==> src/rtl/float_pkg.sv <==
// Shared types and constants for the sequential single-precision adder.
package float_pkg;

  localparam int unsigned EXP_W     = 8;
  localparam int unsigned MAN_W     = 23;
  localparam int unsigned MAX_ALIGN = 25;

  localparam logic [EXP_W-1:0] EXP_MAX = 8'd255;
  localparam logic [31:0]      INF_PAT = 32'h7F80_0000;

  typedef enum logic [2:0] {
    IDLE,
    UNPACK,
    ALIGN,
    ADD,
    NORM,
    DONE
  } state_e;

  function automatic logic f_sign(input logic [31:0] x);
    return x[31];
  endfunction

  function automatic logic [EXP_W-1:0] f_exp(input logic [31:0] x);
    return x[30:23];
  endfunction

  function automatic logic [MAN_W-1:0] f_frac(input logic [31:0] x);
    return x[22:0];
  endfunction

endpackage

==> src/rtl/fp_unpack.sv <==
// Splits a float into sign/exponent/mantissa (hidden bit prepended) and
// classifies zero/denormal and Inf/NaN encodings.
module fp_unpack #(
  parameter int unsigned EXP_W = 8,
  parameter int unsigned MAN_W = 23
) (
  input  logic [EXP_W+MAN_W:0] x_i,
  output logic                 sign_o,
  output logic [EXP_W-1:0]     exp_o,
  output logic [MAN_W:0]       man_o,
  output logic                 zero_o,
  output logic                 special_o
);

  // Field split and classification
  always_comb begin
    sign_o    = x_i[EXP_W+MAN_W];
    exp_o     = x_i[EXP_W+MAN_W-1:MAN_W];
    man_o     = {1'b1, x_i[MAN_W-1:0]};
    zero_o    = (exp_o == '0);
    special_o = (exp_o == '1);
  end

endmodule

==> src/rtl/float_add_seq.sv <==
// Multi-cycle IEEE-754 single-precision add/subtract. One datapath step per
// clock: unpack, align (1 bit/cycle), add/sub, normalize (1 bit/cycle), pack.
// Truncating arithmetic, denormals flushed to zero, start/done handshake.
module float_add_seq #(
  parameter int unsigned EXP_W     = float_pkg::EXP_W,
  parameter int unsigned MAN_W     = float_pkg::MAN_W,
  parameter int unsigned MAX_ALIGN = float_pkg::MAX_ALIGN
) (
  input  logic                   clk,
  input  logic                   rst_n,
  input  logic                   start,
  input  logic                   op,
  input  logic [EXP_W+MAN_W:0]   a,
  input  logic [EXP_W+MAN_W:0]   b,
  output logic                   busy,
  output logic                   done,
  output logic [EXP_W+MAN_W:0]   s,
  output logic                   overflow
);

  import float_pkg::*;

  localparam int unsigned W  = EXP_W + MAN_W + 1;
  localparam int unsigned CW = $clog2(MAX_ALIGN + 1);

  localparam logic [EXP_W-1:0] MAX_ALIGN_E = EXP_W'(MAX_ALIGN);
  localparam logic [CW-1:0]    MAX_ALIGN_C = CW'(MAX_ALIGN);
  localparam logic [EXP_W-1:0] EXP_ONES    = '1;
  localparam logic [W-1:0]     INF_RES     = {1'b0, EXP_ONES, {MAN_W{1'b0}}};

  state_e             state_q, state_d;
  logic [W-1:0]       opa_q, opa_d, opb_q, opb_d;
  logic [MAN_W:0]     mx_q, mx_d, my_q, my_d;
  logic               sx_q, sx_d, sy_q, sy_d;
  logic [EXP_W-1:0]   exp_q, exp_d;
  logic [CW-1:0]      cnt_q, cnt_d;
  logic [MAN_W+1:0]   sum_q, sum_d;
  logic               sign_q, sign_d;
  logic [W-1:0]       res_q, res_d;
  logic               rovf_q, rovf_d;
  logic               busy_q, busy_d;
  logic               done_q, done_d;
  logic [W-1:0]       s_q, s_d;
  logic               ovf_q, ovf_d;

  logic               ua_sign, ub_sign, ua_zero, ub_zero, ua_spec, ub_spec;
  logic [EXP_W-1:0]   ua_exp, ub_exp;
  logic [MAN_W:0]     ua_man, ub_man;
  logic               a_ge_b;
  logic [EXP_W-1:0]   ediff;
  logic [CW-1:0]      dsh;
  logic [MAN_W+1:0]   norm_sum;
  logic [EXP_W-1:0]   norm_exp;

  fp_unpack #(.EXP_W(EXP_W), .MAN_W(MAN_W)) u_unpack_a (
    .x_i       (opa_q),
    .sign_o    (ua_sign),
    .exp_o     (ua_exp),
    .man_o     (ua_man),
    .zero_o    (ua_zero),
    .special_o (ua_spec)
  );

  fp_unpack #(.EXP_W(EXP_W), .MAN_W(MAN_W)) u_unpack_b (
    .x_i       (opb_q),
    .sign_o    (ub_sign),
    .exp_o     (ub_exp),
    .man_o     (ub_man),
    .zero_o    (ub_zero),
    .special_o (ub_spec)
  );

  // Exponent difference, clamped so oversized gaps shift the mantissa to zero
  always_comb begin
    a_ge_b = (ua_exp >= ub_exp);
    ediff  = a_ge_b ? (ua_exp - ub_exp) : (ub_exp - ua_exp);
    dsh    = (ediff > MAX_ALIGN_E) ? MAX_ALIGN_C : ediff[CW-1:0];
  end

  // Single normalization step: right on carry-out, left while hidden bit clear
  always_comb begin
    norm_sum = sum_q;
    norm_exp = exp_q;
    if (sum_q[MAN_W+1]) begin
      norm_sum = sum_q >> 1;
      norm_exp = exp_q + EXP_W'(1);
    end else if (!sum_q[MAN_W]) begin
      norm_sum = sum_q << 1;
      norm_exp = exp_q - EXP_W'(1);
    end
  end

  // Next-state and datapath sequencing
  always_comb begin
    state_d = state_q;
    opa_d   = opa_q;
    opb_d   = opb_q;
    mx_d    = mx_q;
    my_d    = my_q;
    sx_d    = sx_q;
    sy_d    = sy_q;
    exp_d   = exp_q;
    cnt_d   = cnt_q;
    sum_d   = sum_q;
    sign_d  = sign_q;
    res_d   = res_q;
    rovf_d  = rovf_q;
    busy_d  = busy_q;
    done_d  = 1'b0;
    s_d     = s_q;
    ovf_d   = ovf_q;

    unique case (state_q)
      IDLE: begin
        if (start) begin
          opa_d   = a;
          opb_d   = b ^ {op, {(W-1){1'b0}}};
          rovf_d  = 1'b0;
          busy_d  = 1'b1;
          state_d = UNPACK;
        end
      end

      UNPACK: begin
        if (ua_spec || ub_spec) begin
          res_d   = INF_RES;
          rovf_d  = 1'b1;
          state_d = DONE;
        end else if (ua_zero) begin
          res_d   = opb_q;
          state_d = DONE;
        end else if (ub_zero) begin
          res_d   = opa_q;
          state_d = DONE;
        end else begin
          // x holds the larger-exponent operand, y is the one to be shifted
          if (a_ge_b) begin
            mx_d  = ua_man;
            sx_d  = ua_sign;
            my_d  = ub_man;
            sy_d  = ub_sign;
            exp_d = ua_exp;
          end else begin
            mx_d  = ub_man;
            sx_d  = ub_sign;
            my_d  = ua_man;
            sy_d  = ua_sign;
            exp_d = ub_exp;
          end
          cnt_d   = dsh;
          state_d = (dsh == '0) ? ADD : ALIGN;
        end
      end

      ALIGN: begin
        my_d  = my_q >> 1;
        cnt_d = cnt_q - CW'(1);
        if (cnt_q == CW'(1)) begin
          state_d = ADD;
        end
      end

      ADD: begin
        if (sx_q == sy_q) begin
          sum_d   = {1'b0, mx_q} + {1'b0, my_q};
          sign_d  = sx_q;
          state_d = NORM;
        end else if (mx_q == my_q) begin
          res_d   = '0;
          state_d = DONE;
        end else if (mx_q > my_q) begin
          sum_d   = {1'b0, mx_q} - {1'b0, my_q};
          sign_d  = sx_q;
          state_d = NORM;
        end else begin
          sum_d   = {1'b0, my_q} - {1'b0, mx_q};
          sign_d  = sy_q;
          state_d = NORM;
        end
      end

      NORM: begin
        sum_d = norm_sum;
        exp_d = norm_exp;
        if (norm_exp == EXP_ONES) begin
          res_d   = {sign_q, EXP_ONES, {MAN_W{1'b0}}};
          rovf_d  = 1'b1;
          state_d = DONE;
        end else if (norm_exp == '0) begin
          res_d   = {sign_q, {(W-1){1'b0}}};
          state_d = DONE;
        end else if (!norm_sum[MAN_W+1] && norm_sum[MAN_W]) begin
          res_d   = {sign_q, norm_exp, norm_sum[MAN_W-1:0]};
          state_d = DONE;
        end
      end

      DONE: begin
        s_d     = res_q;
        ovf_d   = rovf_q;
        done_d  = 1'b1;
        busy_d  = 1'b0;
        state_d = IDLE;
      end

      default: state_d = IDLE;
    endcase
  end

  // State and datapath registers
  always_ff @(posedge clk or negedge rst_n) begin
    if (!rst_n) begin
      state_q <= IDLE;
      opa_q   <= '0;
      opb_q   <= '0;
      mx_q    <= '0;
      my_q    <= '0;
      sx_q    <= 1'b0;
      sy_q    <= 1'b0;
      exp_q   <= '0;
      cnt_q   <= '0;
      sum_q   <= '0;
      sign_q  <= 1'b0;
      res_q   <= '0;
      rovf_q  <= 1'b0;
      busy_q  <= 1'b0;
      done_q  <= 1'b0;
      s_q     <= '0;
      ovf_q   <= 1'b0;
    end else begin
      state_q <= state_d;
      opa_q   <= opa_d;
      opb_q   <= opb_d;
      mx_q    <= mx_d;
      my_q    <= my_d;
      sx_q    <= sx_d;
      sy_q    <= sy_d;
      exp_q   <= exp_d;
      cnt_q   <= cnt_d;
      sum_q   <= sum_d;
      sign_q  <= sign_d;
      res_q   <= res_d;
      rovf_q  <= rovf_d;
      busy_q  <= busy_d;
      done_q  <= done_d;
      s_q     <= s_d;
      ovf_q   <= ovf_d;
    end
  end

  assign busy     = busy_q;
  assign done     = done_q;
  assign s        = s_q;
  assign overflow = ovf_q;

endmodule

==> config.mk <==
export PLATFORM = sky130hd
export DESIGN_NAME = float_add_seq
export DESIGN_NICKNAME = d
export VERILOG_FILES = /design/src/rtl/float_pkg.sv /design/src/rtl/fp_unpack.sv /design/src/rtl/float_add_seq.sv
export SDC_FILE = /design/constraint.sdc
export NUM_CORES = 1
export LEC_CHECK = 0
export ABC_AREA = 1
export CORE_ASPECT_RATIO = 0.6
export CORE_MARGIN = 10
export CORE_UTILIZATION = 55
export DETAILED_ROUTE_END_ITERATION = 7
export HOLD_SLACK_MARGIN = 0.06
export PLACE_DENSITY = 0.75
export RECOVER_POWER = 50
export REMOVE_ABC_BUFFERS = 1
export SLEW_MARGIN = 20
export SYNTH_ARGS = -nofsm -noshare
export SYNTH_HDL_FRONTEND = slang
export SYNTH_SLANG_ARGS = --single-unit
==> constraint.sdc <==
create_clock -name clk -period 6.6 [get_ports clk]
set_input_delay 1.32 -clock clk [delete_from_list [all_inputs] [get_ports clk]]
set_output_delay 1.32 -clock clk [all_outputs]
set_load 0.03 [all_outputs]
==> impl_metrics.ini <==
[run_status]
status = finished, violations left
violations = max-capacitance violations, max-slew violations

[clock_tree]
h-tree-depth = 1
clkLatencyLatePin_ns = 0.53
clockRootBuffer = clkbuf_16
ctsResizeCount = 0
clockBufferDepth = 3
cts_buffers = 22
hold_buffers = 0
clk_pin_slew_ns = 0.06
cts_sinks = 224
cts_tree = built
cts_setup_buffers = 0

[setup_path]
path_max_fanout = 116
cp.arrival_ns = 4.86
crit_family = buffers and inverters
endpoint_kind = async pin
crit_top_cell = clkbuf_2
crit_chain = clkbuf_2 -> clkbuf_2
critPathRequiredTime_ns = 7.01
slowest_delay_ns = 2.03
worst-path-buf-inv = 2
worstSetupPathType = input port to async pin
critPathLaunchType = input port
cp_slowest_cell = clkbuf_2

[synth]
synth_edf_count = 0
synth_top_area_frac = 0.3298
synth_top_area_cell = dfrtp_1
synth_common_cells = 919 x nand2_1, 296 x inv_1, 228 x o21ai_0
yosysMostFrequentCell = nand2_1
yosys_warnings = 0
synth_flop_cell = dfrtp_1
yosys.cell_types.count = 51
synthArstFlopShare = 1.000
syn_inst = 2573
avgSynthCellArea_um2 = 6.606
synth_seq_area_share = 0.3298
ys_top_cells_by_area = dfrtp_1 33%, nand2_1 20%, o21ai_0 6.7%
synth.cell_area_um2 = 17000
ys_ff_latch = 224

[drt]
ant_nets = 0
route.detailed.drc = 0
viasPerCell = 5.901
detail_route.wl_per_cell_um = 20.30
wl_um = 61340
dr.pass1.iters = 5
dr.first_iter.drc_count = 2847
vias = 17830

[die]
start_util = 0.5624
fp-row-count = 49
die_h_um = 156.2
dieArea_um2 = 38570
die_x_um = 247.0
core-area_um2 = 30230
io_pins = 103

[placement]
place.detailed.hpwl_um = 47320
io_buffers = 102
preCtsSetupSlack_ns = 3.010
gp_congestion = 1.062

[finish]
num-nets-final = 2762
diodes = 0
drive_gt1_frac = 0.04018
area_growth_pct = 10.42

[timing]
final-setup-viol-count = 0
period_needed_ns = 4.450
max_slew.worst_pin.slew_ns = 3.084
fmax_ghz = 0.2247
worst_clock_skew_ns = 0.009478
finalHoldViolations = 0
relSlewSlack = -1.056
hold_slack_ns = 0.4702
tns_ns = 0
slew_viol_final = 117
grt_setup_unrepaired = no
timing.final.crit_share = 0.6742
fin_ws_ns = 2.150

[min_path]
hold_path_class = flop to flop

[global_route]
grt_pass1_wl_um = 93280
grt_pass1_vias = 16180
gr-usage-met1 = 0.4649
use_met3 = 0.1118
met2_usage = 0.3935
top_usage_layer = met1
grt_use_total = 0.3071
grt_max_degree = 117
antenna_found_initial = 0
gr-total-overflow = 0

[flow_run]
max_cap_violations = 1
[worst paths after layout]
kind,startpoint,end,slack (ns),cells after the start
max,rst_n,opb_q[28],2.15,2
min,s[6],s[6],0.47,2
max reg2reg,mx_q[8],sum_q[23],2.88,15
min reg2reg,s[6],s[6],0.47,2
max in group clk,mx_q[8],sum_q[23],2.88,15
min in group asynchronous,rst_n,mx_q[4],1.72,1
[stage by stage]
| stage | std cells | area [µm²] | utilization |
|---|---|---|---|
| 5_1_grt | 3021 | 18770 | 0.6210 |
| 3_3_place_gp | 2982 | 18070 | 0.5979 |
| 6_report | 3021 | 18770 | 0.6210 |
| 4_1_cts | 3021 | 18800 | 0.6219 |
| 2_1_floorplan | 2461 | 16410 | - |
| 3_5_place_dp | 2982 | 18070 | 0.5979 |
[state kept, by name, indices dropped and copies added, names as in the netlist, 3 cells and up]
register,count
opa_q,32
opb_q,32
res_q,32
s,32
sum_q,25
mx_q,24
my_q,24
exp_q,8
cnt_q,5
state_q,3
[kinds of logic after synthesis]
kind of cell | synth area share
xor+xnor | 0.02576
simple gates | 0.3025
mux | 0.0005889
compound gates | 0.1657
fa+ha+maj | 0.07287
flops | 0.3298
buf+inv | 0.1028
[layout make-up]
type                            count  area, µm²
Fill cell                        2846      11460
Multi-Input combinational cell   1928       9674
Sequential cell                   224       5605
Inverter                          309       1162
Timing Repair Buffer              113       1090
Clock buffer                       29      638.1
Tap cell                          408      510.5
Clock inverter                     10      88.84
[cells in the final DEF (no fill, tap or decap), types with 6 or more instances in the layout]
cell type	instances
nand2_1	919
nor2_2	7
o211ai_1	15
clkdlybuf4s50_1	101
o22ai_1	25
o21ai_1	27
clkbuf_16	23
buf_4	8
o21bai_1	12
nand4_1	49
dfrtp_1	224
nor3_1	15
ha_1	91
inv_2	11
nor2_4	7
o21ai_0	228
a21oi_1	195
nand3_1	79
a31oi_1	8
nand2_2	14
xor2_1	45
nor4_1	6
nor2_1	144
inv_1	296
[metal layers]
layer / part of all wire / wire length, µm
met2: 0.38 / 23080
met1: 0.46 / 28080
met5: 0 / 0
met4: 0.027 / 1628
met3: 0.14 / 8544
Power is not shown: default switching activity piles up to over one toggle a cycle in this logic, so the estimate is an artifact.
